## config.mk

```make
export PLATFORM = sky130hd
export DESIGN_NAME = axi4lite_slave_regbank
export DESIGN_NICKNAME = d
export VERILOG_FILES = /design/src/rtl/axi4lite_slave_regbank.sv
export SDC_FILE = /design/constraint.sdc
export NUM_CORES = 1
export LEC_CHECK = 0
export BUFFER_PORTS_ARGS = -buffer_cell sky130_fd_sc_hd__buf_2
export CAP_MARGIN = 15
export CORE_AREA = 5 5 259 261
export DETAILED_ROUTE_END_ITERATION = 10
export DIE_AREA = 0 0 264 266
export PLACE_DENSITY = 0.67
export SLEW_MARGIN = 20
export SYNTH_ARGS = -nofsm -noshare
export SYNTH_HDL_FRONTEND = slang
export SYNTH_SLANG_ARGS = --single-unit
export TNS_END_PERCENT = 100
```

## constraint.sdc

```tcl
create_clock -name clk -period 3.85 [get_ports clk]
set_input_delay 0.77 -clock clk [delete_from_list [all_inputs] [get_ports clk]]
set_output_delay 0.77 -clock clk [all_outputs]
set_load 0.03 [all_outputs]
```

## src/rtl/axi4lite_slave_regbank.sv

```systemverilog
// AXI4-Lite slave exposing G_NB_REGS byte-strobed registers with SLVERR on out-of-range words.
// Handshake: a transfer happens on a rising edge where valid and ready are both high; valids hold their payload until then.
module axi4lite_slave_regbank #(
  parameter int G_AXI4_LITE_ADDR_WIDTH = 32,
  parameter int G_AXI4_LITE_DATA_WIDTH = 32,
  parameter int G_NB_REGS              = 16
) (
  input  logic                                          clk,
  input  logic                                          rst_n,
  input  logic                                          awvalid,
  input  logic [G_AXI4_LITE_ADDR_WIDTH-1:0]             awaddr,
  input  logic [2:0]                                    awprot,
  output logic                                          awready,
  input  logic                                          wvalid,
  input  logic [G_AXI4_LITE_DATA_WIDTH-1:0]             wdata,
  input  logic [G_AXI4_LITE_DATA_WIDTH/8-1:0]           wstrb,
  output logic                                          wready,
  output logic                                          bvalid,
  output logic [1:0]                                    bresp,
  input  logic                                          bready,
  input  logic                                          arvalid,
  input  logic [G_AXI4_LITE_ADDR_WIDTH-1:0]             araddr,
  input  logic [2:0]                                    arprot,
  output logic                                          arready,
  output logic                                          rvalid,
  output logic [G_AXI4_LITE_DATA_WIDTH-1:0]             rdata,
  output logic [1:0]                                    rresp,
  input  logic                                          rready,
  output logic [G_NB_REGS*G_AXI4_LITE_DATA_WIDTH-1:0]   reg_out,
  output logic [G_NB_REGS-1:0]                          wr_pulse
);
  localparam int DW  = G_AXI4_LITE_DATA_WIDTH;
  localparam int AW  = G_AXI4_LITE_ADDR_WIDTH;
  localparam int SW  = DW / 8;
  localparam int LSB = $clog2(SW);
  localparam int IW  = AW - LSB;
  localparam logic [1:0] RESP_OKAY   = 2'b00;
  localparam logic [1:0] RESP_SLVERR = 2'b10;

  typedef enum logic [1:0] {W_IDLE, W_HAVE_AW, W_HAVE_W, W_RESP} w_state_t;
  typedef enum logic {R_IDLE, R_DATA} r_state_t;

  logic [DW-1:0] regs [G_NB_REGS];
  w_state_t      w_state, w_state_nx;
  r_state_t      r_state, r_state_nx;
  logic          awready_d, wready_d, bvalid_d, arready_d, rvalid_d;
  logic          aw_hs, w_hs, ar_hs, w_apply;
  logic [AW-1:0] awaddr_q, wr_addr;
  logic [DW-1:0] wdata_q, wr_data, rd_word;
  logic [SW-1:0] wstrb_q, wr_strb;
  logic [IW-1:0] wr_idx, rd_idx;
  logic          wr_ok, rd_ok;
  logic          unused_ok;

  assign unused_ok = ^{awprot, arprot, awaddr[LSB-1:0], araddr[LSB-1:0]};

  assign aw_hs = awvalid & awready;
  assign w_hs  = wvalid & wready;
  assign ar_hs = arvalid & arready;

  // The second handshake may arrive in the same cycle as the first; bypass the latches then.
  assign wr_addr = aw_hs ? awaddr : awaddr_q;
  assign wr_data = w_hs ? wdata : wdata_q;
  assign wr_strb = w_hs ? wstrb : wstrb_q;
  assign wr_idx  = wr_addr[AW-1:LSB];
  assign wr_ok   = wr_idx < IW'(G_NB_REGS);
  assign w_apply = (w_state != W_RESP) && (w_state_nx == W_RESP);

  assign rd_idx = araddr[AW-1:LSB];
  assign rd_ok  = rd_idx < IW'(G_NB_REGS);

  always_comb begin
    rd_word = '0;
    for (int k = 0; k < G_NB_REGS; k++)
      if (rd_idx == IW'(k)) rd_word = regs[k];
  end

  for (genvar k = 0; k < G_NB_REGS; k++) begin : g_out
    assign reg_out[k*DW +: DW] = regs[k];
  end

  // Write FSM: state register (ready/valid are registered alongside it)
  always_ff @(posedge clk or negedge rst_n) begin
    if (!rst_n) begin
      w_state <= W_IDLE;
      awready <= 1'b0;
      wready  <= 1'b0;
      bvalid  <= 1'b0;
    end else begin
      w_state <= w_state_nx;
      awready <= awready_d;
      wready  <= wready_d;
      bvalid  <= bvalid_d;
    end
  end

  always_comb begin
    w_state_nx = w_state;
    case (w_state)
      W_IDLE: begin
        if (aw_hs && w_hs) w_state_nx = W_RESP;
        else if (aw_hs)    w_state_nx = W_HAVE_AW;
        else if (w_hs)     w_state_nx = W_HAVE_W;
      end
      W_HAVE_AW: if (w_hs)             w_state_nx = W_RESP;
      W_HAVE_W:  if (aw_hs)            w_state_nx = W_RESP;
      W_RESP:    if (bvalid && bready) w_state_nx = W_IDLE;
      default:                         w_state_nx = W_IDLE;
    endcase
  end

  always_comb begin
    awready_d = (w_state_nx == W_IDLE) || (w_state_nx == W_HAVE_W);
    wready_d  = (w_state_nx == W_IDLE) || (w_state_nx == W_HAVE_AW);
    bvalid_d  = (w_state_nx == W_RESP);
  end

  always_ff @(posedge clk or negedge rst_n) begin
    if (!rst_n) begin
      for (int k = 0; k < G_NB_REGS; k++) regs[k] <= '0;
      wr_pulse <= '0;
      bresp    <= RESP_OKAY;
      awaddr_q <= '0;
      wdata_q  <= '0;
      wstrb_q  <= '0;
    end else begin
      wr_pulse <= '0;
      if (aw_hs) awaddr_q <= awaddr;
      if (w_hs) begin
        wdata_q <= wdata;
        wstrb_q <= wstrb;
      end
      if (w_apply) begin
        bresp <= wr_ok ? RESP_OKAY : RESP_SLVERR;
        for (int k = 0; k < G_NB_REGS; k++) begin
          if (wr_ok && (wr_idx == IW'(k))) begin
            wr_pulse[k] <= 1'b1;
            for (int b = 0; b < SW; b++)
              if (wr_strb[b]) regs[k][b*8 +: 8] <= wr_data[b*8 +: 8];
          end
        end
      end
    end
  end

  // Read FSM: reads sample regs before any same-edge write lands, so they see the old value.
  always_ff @(posedge clk or negedge rst_n) begin
    if (!rst_n) begin
      r_state <= R_IDLE;
      arready <= 1'b0;
      rvalid  <= 1'b0;
    end else begin
      r_state <= r_state_nx;
      arready <= arready_d;
      rvalid  <= rvalid_d;
    end
  end

  always_comb begin
    r_state_nx = r_state;
    case (r_state)
      R_IDLE:  if (ar_hs)             r_state_nx = R_DATA;
      R_DATA:  if (rvalid && rready)  r_state_nx = R_IDLE;
      default:                        r_state_nx = R_IDLE;
    endcase
  end

  always_comb begin
    arready_d = (r_state_nx == R_IDLE);
    rvalid_d  = (r_state_nx == R_DATA);
  end

  always_ff @(posedge clk or negedge rst_n) begin
    if (!rst_n) begin
      rdata <= '0;
      rresp <= RESP_OKAY;
    end else if (ar_hs) begin
      rdata <= rd_word;
      rresp <= rd_ok ? RESP_OKAY : RESP_SLVERR;
    end
  end
endmodule

```

# Word level (Yosys, flattened, before mapping)
# Cells that the tools add are included.
# totals
reg_bits	639
inputBits	113
word_cells	260
# classes
order_cmp	2
reduce_logical	90
muxes	48
bitwise	5
n_eq_ne	37
# ops
op	count
32-bit two-way mux	18
30-bit by 4-bit == test with 1-bit output, second input constant	16
30-bit by 3-bit == test with 1-bit output, second input constant	8
3-bit AND reduction	64
30-bit by 2-bit == test with 1-bit output, second input constant	4
30-bit by 1-bit == test with 1-bit output, second input constant	2
30-bit logical NOT	2
30-bit by 5-bit < comparator with 1-bit output, second input constant	2
1-bit logical AND	20
1-bit two-way mux	18
16-bit two-way mux	1
2-bit two-way mux	8
2-bit == test, second input constant	4
2-bit case mux with 4 select lines	1
2-bit by 1-bit == test with 1-bit output, second input constant	2
2-bit logical NOT	2
4-bit two-way mux	1
1-bit bitwise AND	3
1-bit logical OR	2
2-bit != test, second input constant	1
1-bit inverter	2
1-bit case mux with 2 select lines	1

# Logic depth before layout (Yosys ltp)
# Gate-level depths: netlist of run 1.
# logic_depth
ltp_word	17
ltp_mapped	12
depth_no_buf	8

# Worst setup path after synthesis of run 1
# OpenSTA, ideal clock, no wires.
# synth_path
path_type	input-to-reg
startpoint	input awaddr[25]
endpoint	register regs, in the netlist reg_out[120]
stages	9
t_required_ps	3725
path_slack_ps	895
setup_time_ps	125
path_buffers	1
arrival_time_ps	2830
cell_sequence	or4_4 nor2_1 a31oi_1 nor3b_2 o21ai_1 or3b_4 buf_8 nor2_8 mux2_2
# synth_between
elab_chain_cells	4
# synth_lines
item	line_no	source
from (decl)	11	input logic [G_AXI4_LITE_ADDR_WIDTH-1:0] awaddr,
32-bit two-way mux *	n/a	
30-bit by 5-bit < comparator with 1-bit output or 30-bit by 2-bit == test with 1-bit output (tied branches)	66, 136	
1-bit logical AND *	136	if (wr_ok && (wr_idx == IW'(k))) begin
3-bit AND reduction (no source line) *	n/a	
to (signal, indexed assignment)	139	if (wr_strb[b]) regs[k][b*8 +: 8] <= wr_data[b*8 +: 8];
to (decl)	43	logic [DW-1:0] regs [G_NB_REGS];
# Every way passes the cells marked *; elsewhere a longest branch is shown, timed or not.
# A chain may end at the register's enable or synchronous reset.

# Worst setup path in the final report of run 1
# layout_path
startpoint	input araddr[2]
endpoint	register rdata[18]
# layout_between
elab_chain_cells	17
# layout_lines
item	line_no	source
from (decl)	22	input logic [G_AXI4_LITE_ADDR_WIDTH-1:0] araddr,
30-bit logical NOT	75	if (rd_idx == IW'(k)) rd_word = regs[k];
32-bit two-way mux (15 in series)	75	
32-bit two-way mux *	75	
to (signal assigned)	178	rdata <= rd_word;
to (decl)	26	output logic [G_AXI4_LITE_DATA_WIDTH-1:0] rdata,
# Marked as above.

==> results of run 1 <==
-- how the worst max path moves through the flow --
stage	endpoint	slack, ps	cells after the start
after floorplan	reg_out[120]	900	9
after global placement	rdata[18]	220	9
after detailed placement	rdata[18]	200	9
after CTS	reg_out[301]	800	9
after global routing	reg_out[301]	650	9
final	rdata[18]	710	9
-- sequential cells by signal, indices dropped and copies added, names as in the netlist, 2 cells and up --
register / flops
wr_pulse: 16
awaddr_q: 30
reg_out: 512
w_state: 2
rdata: 32
wdata_q: 32
wstrb_q: 4
-- area by class of cell --
cell class	count	area, sq um	area share [%]
diodes	3	7.507	0.01995
clock buffers	101	2032	5.401
clock inverters	20	275.3	0.7317
inverters	14	52.55	0.1397
multi-input cells	1510	13150	34.94
flip-flops and latches	635	15890	42.24
well taps	855	1070	2.843
repair buffers	869	5150	13.69
-- layer usage --
metal	GRT usage [%]	vias to the layer above	share of wire, %
met1	50.21	13169	39
met5	0	-	0
met4	18.88	0	5.9
met2	59.83	1734	45
met3	10.08	369	10
li1	-	10160	-
-- critical path, cell delays in order --
cell	delay, ps
buf_2	450
nand2b_1	540
nor2_2	400
buf_4	270
nand2_1	250
buf_4	340
o22ai_1	340
nand2_1	80
and3_1	180
-- cell families (layout without fill, tap and decap cells) --
kind of cell,count (synthesis),in the layout,share of synthesized area (%)
buffers and inverters,140,1004,2.178
and+or+nand+nor,469,469,10.50
muxes,624,624,24.25
other,1,5,0.01265
DFF,635,635,53.62
AOI/OAI and AO/OA,415,415,9.440
-- cell usage after synthesis (all sizes together), types with 6 or more instances --
library cell    n  area share, %
buf            50            1.0
a221oi         46            1.4
o211ai         14           0.35
o21a            8           0.20
dfrtp         635             54
nand4          13           0.30
a32oi           7           0.21
a22oi          19           0.48
a31oi          14           0.30
inv            13           0.16
mux2i          28           0.97
a222oi          7           0.24
nor2b          12           0.25
nand2b          9           0.19
mux4            6           0.46
nand3          22           0.39
nand2         104            1.4
a21oi          89            1.5
o221ai         22           0.65
and3            9           0.19
clkbuf         76           0.96
nor4           33            1.1
o21ai          84            1.4
and2            9           0.19
nor3           28           0.52
o2111ai         9           0.27
o22ai          45           0.95
nor2          212            5.5
mux2          590             23
-- where the power goes --
group,leakage (nW),switching [mW],internal [mW],total [mW]
clock network,1.12,2.82,4.02,6.84
logic,10.6,2.56,0.790,3.35
registers,8.66,0.207,7.12,7.33
total,20.4,5.59,11.9,17.5
-- through the flow --
step / setup WS, ps / hold WS (ps) / area (sq um) / std cells
5_1_grt: 645.1 / 206.0 / 37620 / 4005
2_1_floorplan: 895.4 / 474.4 / 29640 / 2285
3_5_place_dp: 204.8 / 484.5 / 35310 / 3883
4_1_cts: 801.3 / 178.5 / 37610 / 4004
3_3_place_gp: 219.5 / 475.1 / 35310 / 3883
6_report: 705.6 / 169.4 / 37620 / 4007
==> metrics.txt, run 1 <==
core occupancy in the finished layout=58.57%; maximum clock insertion buffer count=3; Die Span Y=266 um; # fillers=5,537; setup repair after global routing missed its margin=no; Power Dens Cells=between 400 and 500 nW/um^2; run status=finished, final reports clean; worst min-delay path class=input port to async pin; Routability Congestion=about 0.95; data required time of the worst path=4360 ps; synth unique cells=79; Critical Path Source=araddr[2]; transition time of the tightest slew-check pin=1091 ps; clock root buffer master=clkbuf_16; vias in the first global route=25,471; startpoint class of the critical path=input port; count of boundary I/O pins=682; commonest non-fill, non-tap cell in the layout=buf_2; final max-slew violation count=0; share of flip-flops with an asynchronous set or reset after synthesis=100.0%; final sum of negative setup slack=0 ps; Post-synth EDFFs=0; Post-CTS Hold Fix Bufs=0; number of DRC violations after detailed routing=0; H-tree depth=3; Slew HR=27.28%; Floorplan Core Area=64,230 sq um; largest net degree at the start of global routing=100; Fmax achieved=around 0.32 GHz; part of the Yosys area used for sequential elements=53.62%; final clock skew=22.26 ps; Ys Warns=0; maximum ir drop on the vdd rail=312.7 uV; Static Leak=20.36 nW; final setup fails=0; worst reg-to-reg setup slack=780 ps; ratio of cells with drive above 1 in the final layout=52.49%; worst path arrival time=around 3700 ps; share of the clock period used by the worst path=about 82%; cell count of the worst reg-to-reg path=9; number of sinks on the clock net=635; initial antenna violation count=6; routed length per instance=35.01 um; number of violations reported at the end of detailed-routing iteration 0=about 2,900; PortBufs=669; ANT nets after route=0; clock network latency to the later pin of the worst-skew pair=approximately 630 ps; clock input transition at the sequential cells of the worst setup and hold paths=60 ps; TritonCTS Buffers=70; Routed Wire Length=around 140 mm; Post-CTS Resized=0; CTS tree=yes; Total Power Consumption=roughly 18 mW; per-cell via count in the routed design=6.347; DIE AREA=70,220 sq um; critical register-to-register path startpoint=awready; count of vias placed by the detailed router=25,432; Net count, final=3,213; maximum fanout along the worst path=14; average cell area after synthesis=~13 sq um; GRT overflow=0; overall track demand over capacity in global routing=38.39%; most used flip-flop cell after synthesis=dfrtp_1; post-synthesis instance area=29,640 sq um; wire length of the first global-routing pass=195.2 mm; layout-stage area growth over the synthesis result=26.95%; Critical R2R Capture=reg_out[301]; HPWL reported at the end of detailed placement=104.9 mm; Detailed Routing Iterations Pass 1=6; Max Cap Viol=0; initial core utilization=46.14%; top library cells by usage in the layout, fill and taps aside=buf_2, dfrtp_1, mux2_2, buf_4, nor2_1; std cell rows=93; total count of hold-check failures in the final report=0; type of the worst setup path=input port to register; number of flip-flops and latches in the synthesized netlist=635; Worst Setup End Kind=register; instance count of the mapped netlist=2,284; post-route minimum period=3144 ps; floorplan die width=264 um; Post CTS Setup Buffer Count=0
No activity file was read; power rests on OpenSTA's default activity.
==> inputs of run 2 (changes only) <==
- ABC_AREA: unset -> 1
- CORE_AREA: 5 5 259 261 -> 5 5 260 262
- DIE_AREA: 0 0 264 266 -> 0 0 265 267
- PLACE_DENSITY: 0.67 -> 0.66
- clock period: 3.85 -> 2.89 ns (I/O delays scaled with it)
==> metrics.txt, run 2 <==
Routability Congestion=0.9281; # fillers=5,903; instance count of the mapped netlist=3,254; transition time of the tightest slew-check pin=a little over 900 ps; GRT overflow=0; vias in the first global route=~25,000; cell area after layout=36,700 sq um; overall track demand over capacity in global routing=30.54%; Fin Hold WS=227.3 ps; synth unique cells=32; most used flip-flop cell after synthesis=dfrtp_1; Fmax achieved=0.3634 GHz; Worst Setup End Kind=register; maximum clock insertion buffer count=3; Routed Wire Length=111.3 mm; critical path's most frequent cell=buf_4; startpoint class of the critical path=register; Slowest cell on crit path=dfrtp_2; worst min-delay path class=input port to register; worst path arrival time=3220 ps; final setup fails=0; crit-path cells=nand2_4 > buf_4 > mux2i_1 > inv_1 > nor2_1 > buf_4 > nand4_4 > buf_12 > nor4_4 > buf_4 > buf_4 > nand3_2 > buf_12 > nand2_1 > o21ai_0; per-cell via count in the routed design=5.342; largest net degree at the start of global routing=88; Crit path buffers/inverters=7; total count of hold-check failures in the final report=0; post-place instance area=between 30,000 and 40,000 sq um; ratio of cells with drive above 1 in the final layout=between 20% and 30%; final clock skew=26.07 ps; number of sinks on the clock net=635; metal1 wirelength=between 40 and 50 mm; cell depth of the worst hold path=3; area share of the leading cell type in the synthesized netlist=56.67%; maximum fanout along the worst path=16; routed length per instance=around 23 um; top cells by count, synth=nand2_1, dfrtp_1, o21ai_0; part of the Yosys area used for sequential elements=between 50 and 60%; Net count, final=4,118; data required time of the worst path=3360 ps; post-route minimum period=2752 ps; Post-synth EDFFs=0; initial antenna violation count=0; post-synthesis instance area=about 28,000 sq um; top library cells by usage in the layout, fill and taps aside=nand2_1, buf_2, dfrtp_1, o21ai_0, nor2_1; initial core utilization=43.04%; clock input transition at the sequential cells of the worst setup and hold paths=roughly 60 ps; Die Span Y=267 um; floorplan die width=265 um; commonest non-fill, non-tap cell in the layout=nand2_1; share of the clock period used by the worst path=between 90% and 100%; clock network latency to the later pin of the worst-skew pair=610 ps; top routing layer used=met4; PortBufs=about 670; std cell rows=94; ANT nets after route=0; dpl ws=-342.7 ps; Max Cap Viol=0; Power Dens Cells=627.5 nW/um^2; Slew HR=between 30 and 40%; average cell area after synthesis=8.618 sq um; type of the worst setup path=register to register; maximum ir drop on the vdd rail=470.7 uV; Cell Count, Final, Fillers Out=4,922; CTS tree=yes; met2 wire length=52.53 mm; H-tree depth=3; cell family with most CP delay=buffers and inverters; final max-slew violation count=0; clock root buffer master=clkbuf_16; Static Leak=18.53 nW; Detailed Routing Iterations Pass 1=6; leading cell types by total area after synthesis=dfrtp_1, nand2_1, o21ai_0; most instantiated library cell after synthesis=nand2_1; biggest area consumer among synthesized cells=dfrtp_1; DIE AREA=around 71,000 sq um; Floorplan Core Area=65,160 sq um; number of DRC violations after detailed routing=0; TritonCTS Buffers=70; number of flip-flops and latches in the synthesized netlist=635; longest individual stage delay on the worst path=~450 ps; HPWL reported at the end of detailed placement=between 80 and 90 mm; Ant. Diodes=0; wire length of the first global-routing pass=163.9 mm; Ys Warns=0; Total Power Consumption=about 23 mW; run status=finished, final reports clean; layout-stage area growth over the synthesis result=30.88%; Final WS setup=137.9 ps; met3 wire length=approximately 10 mm; number of flip-flops under the largest register name=512; count of boundary I/O pins=between 600 and 700; cell count of the worst reg-to-reg path=15; number of violations reported at the end of detailed-routing iteration 0=2,682; share of flip-flops with an asynchronous set or reset after synthesis=between 90% and 100%; number of cells on the critical path=15; count of vias placed by the detailed router=26,292; DP Cell Count=between 4,000 and 5,000
==> run 2: final timing paths <==
check | endpoint | from | slack [ps]
min | awaddr_q[9] | awaddr[9] | 230
max reg2reg | reg_out[306] | awready | 140
min in group asynchronous | reg_out[2] | rst_n | 510
max | reg_out[306] | awready | 140
min reg2reg | rdata[10] | rdata[10] | 470
max in group asynchronous | reg_out[383] | rst_n | 1440
==> run 2: repair_timing <==
action,in CTS,in global routing
endpoints found under the setup margin,89,333
buffers inserted,1,11
cloned,0,1
resized for setup,4,17
endpoints found under the hold margin,45,0
hold buffers,1,0
pin swaps,1,5
==> run 2: final cells by class <==
class	instances	area, sq um	share of cell area [%]
clock buffers	109	2192	5.973
clock inverters	16	167.7	0.4568
inverters	189	709.4	1.933
multi-input cells	2210	10520	28.67
flip-flops and latches	635	15890	43.30
well taps	864	1081	2.946
repair buffers	899	6136	16.72
==> run 2: cells by family (layout without fill, tap and decap cells) <==
group	count (synthesis)	count (layout)	synth area share, %
AO/OA/AOI/OAI	524	524	9.388
multiplexers	26	26	1.017
flip-flops	635	635	56.67
AND/OR/NAND/NOR	1657	1658	26.49
other	1	2	0.01337
buffers and inverters	411	1213	6.421
==> run 2: through the flow <==
stage	setup TNS, ps	utilization (%)
2_1_floorplan	0	-
3_3_place_gp	-72590	52.37
3_5_place_dp	-100380	52.37
4_1_cts	-32.25	56.05
5_1_grt	-83.23	56.33
6_report	0	56.33
==> run 2: report_power, final <==
group / leakage [nW] / switching [mW] / internal, mW
logic: 8.65 / 3.23 / 1.16
clock network: 1.16 / 3.70 / 5.41
registers: 8.72 / 0.151 / 9.38
total: 18.5 / 7.08 / 15.9
==> run 2: metal layers <==
| metal | vias up | track usage [%] |
|---|---|---|
| met5 | - | 0 |
| met4 | 0 | 14.53 |
| met3 | 261 | 7.614 |
| met2 | 1271 | 49.76 |
| met1 | 12670 | 38.52 |
| li1 | 12090 | - |
==> run 2: worst register-to-register path, cell delays in order (launching register included) <==
cell and delay [ps]:
dfrtp_2 450, nand2_4 130, buf_4 160, mux2i_1 200, inv_1 80, nor2_1 100
buf_4 140, nand4_4 120, buf_12 210, nor4_4 270, buf_4 180, buf_4 160
nand3_2 110, buf_12 190, nand2_1 60, o21ai_0 80
==> inputs of run 3 (changes only) <==
- CTS_BUF_LIST: unset -> sky130_fd_sc_hd__clkbuf_16
==> metrics.txt, run 3 (synthesis results as in run 2) <==
met3 usage in global routing=7.753%; worst path arrival time=around 3200 ps; Static Leak=18.44 nW; total count of hold-check failures in the final report=0; GRT overflow=0; number of sinks on the clock net=635; initial antenna violation count=0; number of violations reported at the end of detailed-routing iteration 0=roughly 2,700; startpoint class of the critical path=register; std cell rows=94; worst min-delay path class=input port to register; share of the clock period used by the worst path=between 90% and 100%; clock root buffer master=clkbuf_16; HPWL reported at the end of detailed placement=81.91 mm; largest net degree at the start of global routing=88; # fillers=5,956; initial core utilization=43.04%; Routed Wire Length=111.2 mm; dpl ws=-342.7 ps; clock input transition at the sequential cells of the worst setup and hold paths=roughly 60 ps; data required time of the worst path=3360 ps; run status=finished, final reports clean; routed length per instance=22.59 um; Final WS setup=roughly 150 ps; final setup fails=0; per-cell via count in the routed design=5.350; met2 layer usage reported by global route=49.83%; Fmax achieved=0.3645 GHz; floorplan die width=265 um; final clock skew=22.61 ps; type of the worst setup path=register to register; maximum clock insertion buffer count=3; clock network latency to the later pin of the worst-skew pair=600 ps; H-tree depth=3; count of boundary I/O pins=roughly 700; Detailed Routing Iterations Pass 1=6; maximum fanout along the worst path=16; transition time of the tightest slew-check pin=915.4 ps; PortBufs=669; post-route minimum period=2743 ps; DP Cell Count=roughly 4,800; final max-slew violation count=0; commonest non-fill, non-tap cell in the layout=nand2_1; Net count, final=between 4,000 and 5,000; CTS tree=yes; TritonCTS Buffers=70; count of vias placed by the detailed router=26,334; Cell Count, Final, Fillers Out=about 5,000; number of DRC violations after detailed routing=0; Ant. Diodes=0; maximum ir drop on the vdd rail=470.6 uV; Worst Setup End Kind=register; Die Span Y=267 um; number of flip-flops under the largest register name=slightly above 500; Routability Congestion=0.9281; DIE AREA=70,760 sq um; Top Usage Layer GRT=met2; top library cells by usage in the layout, fill and taps aside=nand2_1, buf_2, dfrtp_1, o21ai_0, nor2_1; footprint of the flip-flops and latches=15,890 sq um; Max Cap Viol=0; layout-stage area growth over the synthesis result=30.02%; ratio of cells with drive above 1 in the final layout=around 27%; Floorplan Core Area=65,160 sq um; core occupancy in the finished layout=55.96%; wire length of the first global-routing pass=about 160 mm; ANT nets after route=0; M1 GR Usage=38.38%; area taken by multi-input logic gates=10,520 sq um; Slew HR=38.89%; vias in the first global route=25,125; overall track demand over capacity in global routing=30.51%; Power Dens Cells=just over 600 nW/um^2
run 3: critical path, stage by stage (launching register included):
cell and delay (ps):
dfrtp_2 450, nand2_4 120, buf_4 160, mux2i_1 200, inv_1 80, nor2_1 100
buf_4 140, nand4_4 120, buf_12 200, nor4_4 260, buf_4 180, buf_4 150
nand3_2 100, buf_12 190, nand2_1 50, o21ai_0 80
run 3: path summary, 6_finish.rpt:
path	start	to	slack, ps	cells after the start
setup / recovery	awready	reg_out[307]	150	15
hold / removal	awaddr[9]	awaddr_q[9]	230	3
setup reg to reg	awready	reg_out[307]	150	15
hold reg to reg	rdata[10]	rdata[10]	470	2
max in group asynchronous	rst_n	reg_out[383]	1440	4
min in group asynchronous	rst_n	reg_out[5]	500	2
run 3: cell type report:
class                           count  share of cell area (%)
Multi-Input combinational cell   2210                   28.84
Sequential cell                   635                   43.59
Timing Repair Buffer              899                   16.82
Clock buffer                       73                   5.010
Inverter                          189                   1.946
Clock inverter                     52                  0.8305
Tap cell                          864                   2.965
run 3: power by group:
part / internal, mW / switching [mW] / total (mW)
combinational: 1.15 / 3.22 / 4.38
sequential: 9.38 / 0.149 / 9.53
clock: 4.75 / 3.67 / 8.42
total: 15.3 / 7.05 / 22.3
run 3: repair_timing:
action	4_1_cts	5_1_grt
endpoints found under the setup margin	86	333
gates resized for setup	4	15
cloned	0	1
hold buffers	1	0
buffers inserted	1	11
pin swaps	1	5
endpoints found under the hold margin	45	0
run 3: through the flow:
stage                     power (mW)  hold WS (ps)  instance area, sq um  setup TNS (ps)
final                          22.33         230.6                 36460               0
after global routing           23.24         220.9                 36460          -29.45
after CTS                      22.35         192.1                 36290          -27.12
after detailed placement       13.92         460.4                 34120         -100380
after global placement         13.85         459.7                 34120          -72590
after floorplan                12.02         282.4                 28050               0
run 3: metal layers:
layer,wire (um),up-vias
li1,-,12099
met1,42320,12716
met2,52500,1249
met3,10560,270
met4,5830,0
met5,0,-
